File: config.mk
export PLATFORM = sky130hd
export DESIGN_NAME = sa3_relu_pool
export DESIGN_NICKNAME = d
export VERILOG_FILES = /design/src/rtl/sa3_relu_pool.sv
export SDC_FILE = /design/constraint.sdc
export NUM_CORES = 1
export LEC_CHECK = 0
export ABC_AREA = 0
export CORE_MARGIN = 2
export CORE_UTILIZATION = 55
export CTS_BUF_LIST = sky130_fd_sc_hd__clkbuf_8
export DETAILED_ROUTE_END_ITERATION = 10
export HOLD_SLACK_MARGIN = 0.12
export PLACE_DENSITY = 0.82
export SLEW_MARGIN = 40
export SYNTH_ARGS = -nofsm -noshare
export SYNTH_HDL_FRONTEND = slang
export SYNTH_SLANG_ARGS = --single-unit
File: constraint.sdc
create_clock -name clk -period 9.6 [get_ports clk]
set_input_delay 1.92 -clock clk [delete_from_list [all_inputs] [get_ports clk]]
set_output_delay 1.92 -clock clk [all_outputs]
set_load 0.005 [all_outputs]
File: src/rtl/sa3_relu_pool.sv
// ReLU and 2x2 max-pool stage behind the 3x3 systolic array; streams four activations plus the pooled byte.
// Latency: done_sa3 -> first beat valid two edges later; holds every beat stable while out_ready is low.
module sa3_relu_pool #(
    parameter bit RELU_EN = 1'b1
) (
    input  logic       clk,
    input  logic       rst,
    input  logic       done_sa3,
    input  logic [7:0] c11,
    input  logic [7:0] c12,
    input  logic [7:0] c21,
    input  logic [7:0] c22,
    output logic [7:0] out_data,
    output logic       out_valid,
    input  logic       out_ready,
    output logic       out_last,
    output logic [7:0] pool_out,
    output logic       busy,
    output logic       overrun
);

    typedef enum logic [1:0] {
        IDLE = 2'd0,
        CALC = 2'd1,
        SEND = 2'd2
    } state_t;

    state_t     state;
    state_t     state_nxt;

    logic [7:0] r   [4];
    logic [7:0] act [4];
    logic [7:0] rl  [4];
    logic [7:0] max01;
    logic [7:0] max23;
    logic [7:0] pool;
    logic [2:0] cnt;
    logic [2:0] cnt_inc;
    logic [7:0] next_byte;

    logic       capture;
    logic       calc;
    logic       advance;
    logic       finish;
    logic       hs;

    function automatic logic [7:0] relu(input logic [7:0] x);
        return (RELU_EN && x[7]) ? 8'h00 : x;
    endfunction

    function automatic logic [7:0] smax(input logic [7:0] a, input logic [7:0] b);
        return ($signed(a) > $signed(b)) ? a : b;
    endfunction

    assign hs      = out_valid && out_ready;
    assign busy    = (state != IDLE);
    assign cnt_inc = cnt + 3'd1;

    always_comb begin
        for (int i = 0; i < 4; i++) begin
            rl[i] = relu(r[i]);
        end
        max01 = smax(rl[0], rl[1]);
        max23 = smax(rl[2], rl[3]);
        pool  = smax(max01, max23);
    end

    // Beat 4 is the pooled value, which already lives in pool_out.
    always_comb begin
        next_byte = pool_out;
        case (cnt_inc)
            3'd1:    next_byte = act[1];
            3'd2:    next_byte = act[2];
            3'd3:    next_byte = act[3];
            default: next_byte = pool_out;
        endcase
    end

    always_comb begin
        state_nxt = state;
        capture   = 1'b0;
        calc      = 1'b0;
        advance   = 1'b0;
        finish    = 1'b0;
        case (state)
            IDLE: begin
                if (done_sa3) begin
                    capture   = 1'b1;
                    state_nxt = CALC;
                end
            end
            CALC: begin
                calc      = 1'b1;
                state_nxt = SEND;
            end
            SEND: begin
                if (hs) begin
                    advance = 1'b1;
                    if (cnt == 3'd4) begin
                        finish    = 1'b1;
                        state_nxt = IDLE;
                    end
                end
            end
            default: state_nxt = IDLE;
        endcase
    end

    always_ff @(posedge clk) begin
        if (rst) begin
            state <= IDLE;
        end else begin
            state <= state_nxt;
        end
    end

    always_ff @(posedge clk) begin
        if (rst) begin
            for (int i = 0; i < 4; i++) begin
                r[i]   <= 8'h00;
                act[i] <= 8'h00;
            end
            cnt       <= 3'd0;
            out_data  <= 8'h00;
            out_valid <= 1'b0;
            out_last  <= 1'b0;
            pool_out  <= 8'h00;
        end else begin
            if (capture) begin
                r[0] <= c11;
                r[1] <= c12;
                r[2] <= c21;
                r[3] <= c22;
            end
            if (calc) begin
                for (int i = 0; i < 4; i++) begin
                    act[i] <= rl[i];
                end
                pool_out  <= pool;
                cnt       <= 3'd0;
                out_data  <= rl[0];
                out_valid <= 1'b1;
                out_last  <= 1'b0;
            end
            if (advance) begin
                if (finish) begin
                    cnt       <= 3'd0;
                    out_valid <= 1'b0;
                    out_last  <= 1'b0;
                end else begin
                    cnt      <= cnt_inc;
                    out_data <= next_byte;
                    out_last <= (cnt_inc == 3'd4);
                end
            end
        end
    end

    // A pulse on the final-handshake edge still sees SEND, so it counts as an overrun.
    always_ff @(posedge clk) begin
        if (rst) begin
            overrun <= 1'b0;
        end else if (done_sa3 && (state != IDLE)) begin
            overrun <= 1'b1;
        end
    end

endmodule

==> qor.csv <==
metric,value,unit
slowest CP cell,edfxtp_1,
root buffer cell,clkbuf_8,
syn_nets,438,
reg2reg end,pool_out[1],
main combinational cell family by area after synthesis,simple AND/OR/NAND/NOR gates,
initial drt markers,265,
CP Cell Sequence,nand2b_1 -> ha_1 -> a21oi_2 -> a21boi_1 -> maj3_2 -> a21oi_4 -> mux2_1 -> inv_1 -> ha_1 -> a21oi_1 -> a21oi_1 -> nor3_1 -> o21ai_0 -> o221ai_1,
CTS resizes,0,
top area cells in the synthesized netlist,"edfxtp_1 (40%), dfxtp_1 (12%), ha_1 (8.1%)",
vias in the first global route,2723,
initial antenna violation count,0,
Simple-Gate Fraction of Synth Area,20.3,%
LEAKAGE,1.96,nW
post-route antenna net violation count,0,
adder-cell area share of the yosys netlist,8.41,%
Initial Utilization,56.1,%
CP max FO,8,
FP Rows,31,
DRT Wirelength,8250,um
TritonRoute pass-1 iters,5,
Crit. Startpoint,r[1][7],
xor and xnor fraction of the mapped netlist area,0,%
PwrDens,174,nW/um^2
Core Footprint,7140,um^2
CP arrival,4.26,ns
Compound-Gate Fraction of Synth Area,11.3,%
top routing layer in use,met4,
Max stage delay on crit path,0.49,ns
first-pass GRT wire length,13200,um
share of cells above drive strength 1,5.56,%
DP HPWL,6230,um
Worst-Margin Slew,0.750,ns
CP Class,flop to flop,
Setup TNS,0,ns
Max-cap violations,0,
overall routing resource usage,22.4,%
Die ar.,7980,um^2
Worst Setup EP,pool_out[1],
fin crit period,4.00,ns
Yosys Warn Count,0,
pin count of the biggest net entering global routing,33,
CTS tree,yes,
hold_buf cts,0,
status,finished clean,
mux share of post-synthesis cell area,3.66,%
num ports,56,
post-CTS setup buffers,0,
synth cell count leaders,"edfxtp_1 (53), and2_1 (39), inv_1 (32)",
Final setup viols,0,
IO buf count,54,
post-route DRC violation count,0,
clk sinks,76,
synthesized instance count,376,
Synth-to-Final Area Change,21.0,%
H-tree depth,3,
worst relative slew slack,49.5,%
Post-synth EDFFs,53,
vias per inst,5.52,
Placer Congestion,0.868,
CTS Buf Count,9,
Final Hold Viols,0,
# diodes,0,
"Primary FF master, synth",edfxtp_1,
routed length per instance,15.5,um
ys async rst share,0,%
Setup Skew,0.00570,ns
DR WL met2,4110,um
synthesized area per cell,10.6,um^2
CP endpoint kind,flop,
Max Clk Rate,0.250,GHz
Final #Nets,489,
Reg2Reg Setup Slack,5.60,ns
Worst VDD drop,0.0866,mV
crit start category,flop,
Hold Crit Class,flop to flop,
dominant cell by count in the synthesized netlist,edfxtp_1,
Util after Layout,67.9,%
Met3 Wirelength,538,um
"Clk pin slew, worst setup/hold paths",0.08,ns
Synth area leader,edfxtp_1,
Worst-Skew Late Latency,0.35,ns
RSZ-0062 raised after global routing,no,
clk buf depth,2,
synth unique cells,45,
CP Data Required Time,9.87,ns
Yosys reg bits,76,
max-slew violations,0,
grt ovf,0,
reg2reg path depth,14,
Final Cycle Share,41.6,%
chip width,89.3,um
Die Ht,89.3,um
post-synth top area share,39.8,%
vias,2932,
sequential fraction of the synthesis area,51.2,%
RR Startpoint,r[1][7],
Mapped Area,4000,um^2
M1 WL,3370,um
## critical path: cells and delay by family (launching register included)
family,cells,cell delay [ns]
AND/OR/NAND/NOR,2,0.59
multiplexers,1,0.39
AO/OA/AOI/OAI,7,1.42
buffers and inverters,1,0.07
adder cells (fa/ha/maj),3,0.95
flip-flops,1,0.49
## registers in the layout, summed over array words and instances, names as in the netlist
name / cells
act: 21
state: 2
cnt: 3
out_data: 8
out_last: 1
pool_out: 7
overrun: 1
out_valid: 1
r: 32
## placed cells by master (no fill, tap or decap), types with 2 or more instances in the layout
master / netlist / routed
and3_1: 2 / 2
edfxtp_1: 53 / 53
ha_1: 26 / 26
clkbuf_8: 0 / 9
nand3b_1: 3 / 3
o21ai_0: 6 / 6
clkdlybuf4s50_1: 0 / 54
nand2_1: 25 / 25
nand2b_1: 12 / 12
nor3_1: 3 / 3
a21oi_1: 16 / 16
buf_4: 1 / 2
inv_1: 32 / 33
a211oi_1: 2 / 2
nand3_1: 4 / 4
o221ai_1: 6 / 6
dfxtp_1: 23 / 23
mux2_1: 4 / 4
a311oi_1: 7 / 7
and2_1: 39 / 39
nor2_1: 31 / 31
nand4_1: 4 / 4
bufinv_16: 0 / 3
mux2i_1: 9 / 9
clkinv_4: 0 / 2
and2b_1: 6 / 6
nor2b_1: 17 / 17
a222oi_1: 7 / 7
a221oi_1: 7 / 7
## routing by layer
metal | track usage [%] | vias to the layer above
met5 | 0 | -
met4 | 10.9 | 0
met3 | 3.23 | 17
met2 | 37.1 | 125
met1 | 28.8 | 1360
li1 | - | 1430
## how the worst min path moves through the flow
stage                     cells past startpoint        start     endpoint  slack [ns]
after floorplan                               2      overrun      overrun        0.46
after CTS                                     2      overrun      overrun        0.49
after global placement                        2      overrun      overrun        0.46
after global routing                          2  out_data[1]  out_data[1]        0.53
after detailed placement                      2      overrun      overrun        0.47
final                                         2      overrun      overrun        0.48
## area by class of cell
| cell class | instances | area (um^2) |
|---|---|---|
| fill | 543 | 2290 |
| sequential | 76 | 2050 |
| multi-input combinational | 252 | 1750 |
| timing repair buffer | 56 | 556 |
| clock buffer | 9 | 124 |
| tap | 99 | 124 |
| inverter | 32 | 120 |
| clock inverter | 7 | 116 |
## per-stage QoR
stage	power, mW	instance area, um^2	hold slack [ns]	std cells	setup WS (ns)
after global placement	0.547	4600	0.459	515	5.57
after detailed placement	0.557	4600	0.473	515	5.51
after global routing	0.879	4840	0.529	531	5.38
after floorplan	0.503	4000	0.460	376	6.16
after CTS	0.844	4840	0.492	531	5.64
final	0.841	4840	0.477	531	5.60
## report_power, final
part           total [mW]  switching (mW)  internal [mW]
logic               0.165          0.0890         0.0762
clock network       0.288           0.116          0.172
registers           0.388          0.0123          0.375
## kinds of logic after synthesis
kind of cell    count (synthesis)
compound gates                 60
fa+ha+maj                      27
buf+inv                        48
flops                          76
mux                            14
other cells                     1
simple gates                  150
(Power assumes the default switching activity.)
==> edit, RTL diff (same settings) <==
Put one more register stage on the output `overrun`. The value now appears one clock later. The other outputs are not delayed to match.
--- a/src/rtl/sa3_relu_pool.sv
+++ b/src/rtl/sa3_relu_pool.sv
@@ -26,2 +26,4 @@
     } state_t;
+
+    logic overrun_s0;
 
@@ -161,6 +163,10 @@
         if (rst) begin
-            overrun <= 1'b0;
+            overrun_s0 <= 1'b0;
         end else if (done_sa3 && (state != IDLE)) begin
-            overrun <= 1'b1;
+            overrun_s0 <= 1'b1;
         end
+    end
+
+    always_ff @(posedge clk) begin
+        overrun <= overrun_s0;
     end
Check against the original RTL: not equivalent (a bounded check fails within 4 cycles, from zero or initial values and one cycle with rst high).
==> edit against the original RTL <==
Power is 1.1% lower; fmax is 0.49% higher; sequential cell count is 1 higher; setup slack better by 0.019 ns; sequential power is 1% higher; via count is 0.34% higher; area after synthesis is 0.50% higher; routed wire length is 0.84% higher; final area hardly changed; critical path type unchanged; critical endpoint is now pool_out[3].
==> edit: results (changes against the original RTL) <==
| Metric | Value |
|---|---|
| RD Place Congestion | 0.856 (-1.4%) |
| HPWL Detailed | 6090 µm (-2.2%) |
| Hold Path Depth | 0 (-2) |
| Post-Syn Nets | 439 (+0.23%) |
| Switch share | 0.268 (+0.00889) |
| Top_reg_cell synth | edfxtp_1 |
| R2R cell count | 14 (unchanged) |
| Fraction of the mapped netlist area in adder cells | 0.0836 (-0.000418) |
| YS warnings | 0 (unchanged) |
| Vias per inst | 5.53 (+0.15%) |
| Cts repair resizes | 0 (unchanged) |
| Longest Clk Path Bufs | 2 (unchanged) |
| Share of cells above drive strength 1 | 0.0554 (-0.000128) |
| Ranking of synthesized cells by area | edfxtp_1 (40%), dfxtp_1 (12%), ha_1 (8.1%) |
| Initial antenna violation count | 0 (unchanged) |
| Fillers | 537 (-1.1%) |
| Synth cell types | 45 (unchanged) |
| Post-synth top cells | edfxtp_1 (53), and2_1 (39), inv_1 (32) |
| Pleak | 1.96 nW (+0.11%) |
| Vias in the first global route | 2,757 (+1.2%) |
| Total grt overflow | 0 (unchanged) |
| Mux contribution to synthesized area | 0.0364 (-0.000182) |
| DR iter-0 viols | 182 (-31%) |
| # H-tree levels | 3 (unchanged) |
| Setup bufs post-CTS | 0 (unchanged) |
| Fin nets | 490 (+0.20%) |
| Clock root cell | clkbuf_8 |
| Worst-Skew Late Latency | 0.36 ns |
| Num CTS Buffers | 9 (unchanged) |
| N_diodes | 0 (unchanged) |
| Crit-path max FO | 8 (unchanged) |
| Sequential-to-total area share from yosys stat | 0.515 (+0.00243) |
| First-pass GRT wire length | 13,500 µm (+2.1%) |
| Post-DP Area | 0.00462 mm² (+0.43%) |
| Number of synthesized flops with an enable pin | 53 (unchanged) |
| Avg WL per Cell | 15.6 µm (+0.65%) |
| Clk slew on worst S/H paths | 0.08 ns (about the same) |
| Final clock skew | 0.00929 ns (+0.00359 ns) |
| Rel. slew slack | 0.491 (-0.00459) |
| Tot GR Track Use | 0.228 (+0.00454) |
| Xor/xnor cell area share of the yosys netlist | 0 (unchanged) |
| Status | finished, final reports clean |
| Largest registers | r x32, act x21, out_data x8 |
| CP arrival | 4.24 ns (-0.02 ns) |
| First-pass detailed-route iteration total | 5 (unchanged) |
| CP peak stage delay | 0.49 ns (about the same) |
| Post-synth ARST share | 0 (unchanged) |
| Largest net degree at the start of global routing | 33 (unchanged) |
| Slowest cell on crit path | edfxtp_1 |
| Worst vdd ir | 0.103 mV (+19%) |
| Hold Path Class | register to register |
| Compound-cell area share of the yosys netlist | 0.113 (-0.000563) |
==> edit: cell types whose count changed after synthesis, sizes merged <==
cell / delta
dfxtp: +1
==> edit: final timing paths <==
path | from | end | slack [ns]
hold reg to reg | overrun_s0 | overrun | 0.36
setup reg to reg | r[1][7] | pool_out[3] | 5.62
hold / removal | overrun_s0 | overrun | 0.36
setup / recovery | r[1][7] | pool_out[3] | 5.62
==> edit: per-stage QoR <==
stage	power, mW	hold slack [ns]	setup WS (ns)	utilization	cells
final	0.832	0.356	5.62	0.675	532
after global routing	0.869	0.363	5.36	0.675	532
after floorplan	0.507	0.331	6.16	-	377
after global placement	0.552	0.335	5.56	0.644	516
after detailed placement	0.561	0.345	5.53	0.644	516
after CTS	0.835	0.359	5.69	0.675	532
==> edit: routing by layer <==
layer,global-route usage,share of wire,vias up
met4,0.134,0.034,0
li1,-,-,1440
met5,0,0,-
met1,0.294,0.43,1370
met2,0.364,0.48,112
met3,0.0369,0.050,20
==> edit: cell type report <==
class / count / share of cell area
sequential: 77 / 0.428
multi-input combinational: 252 / 0.361
timing repair buffer: 56 / 0.115
clock buffer: 10 / 0.0284
tap: 99 / 0.0256
inverter: 32 / 0.0248
clock inverter: 6 / 0.0176
==> edit: kinds of logic after synthesis <==
logic type	count (synthesis)
AND/OR/NAND/NOR	150
flip-flops	77
AO/OA/AOI/OAI	60
buffers and inverters	48
adder cells (fa/ha/maj)	27
multiplexers	14
other	1
==> edit: worst max-delay path: cells and delay by family (launching register included) <==
family / cells / cell delay [ns]
mux: 1 / 0.40
buf+inv: 1 / 0.07
simple gates: 2 / 0.56
flops: 1 / 0.49
fa+ha+maj: 3 / 0.94
compound gates: 7 / 1.41
==> edit: power groups by stage <==
| stage | logic [mW] | clock network, mW | registers [mW] |
|---|---|---|---|
| after floorplan | 0.112 | 0 | 0.396 |
| after global placement | 0.154 | 0 | 0.398 |
| after detailed placement | 0.162 | 0 | 0.399 |
| after CTS | 0.165 | 0.278 | 0.392 |
| after global routing | 0.184 | 0.291 | 0.394 |
| final | 0.166 | 0.275 | 0.392 |
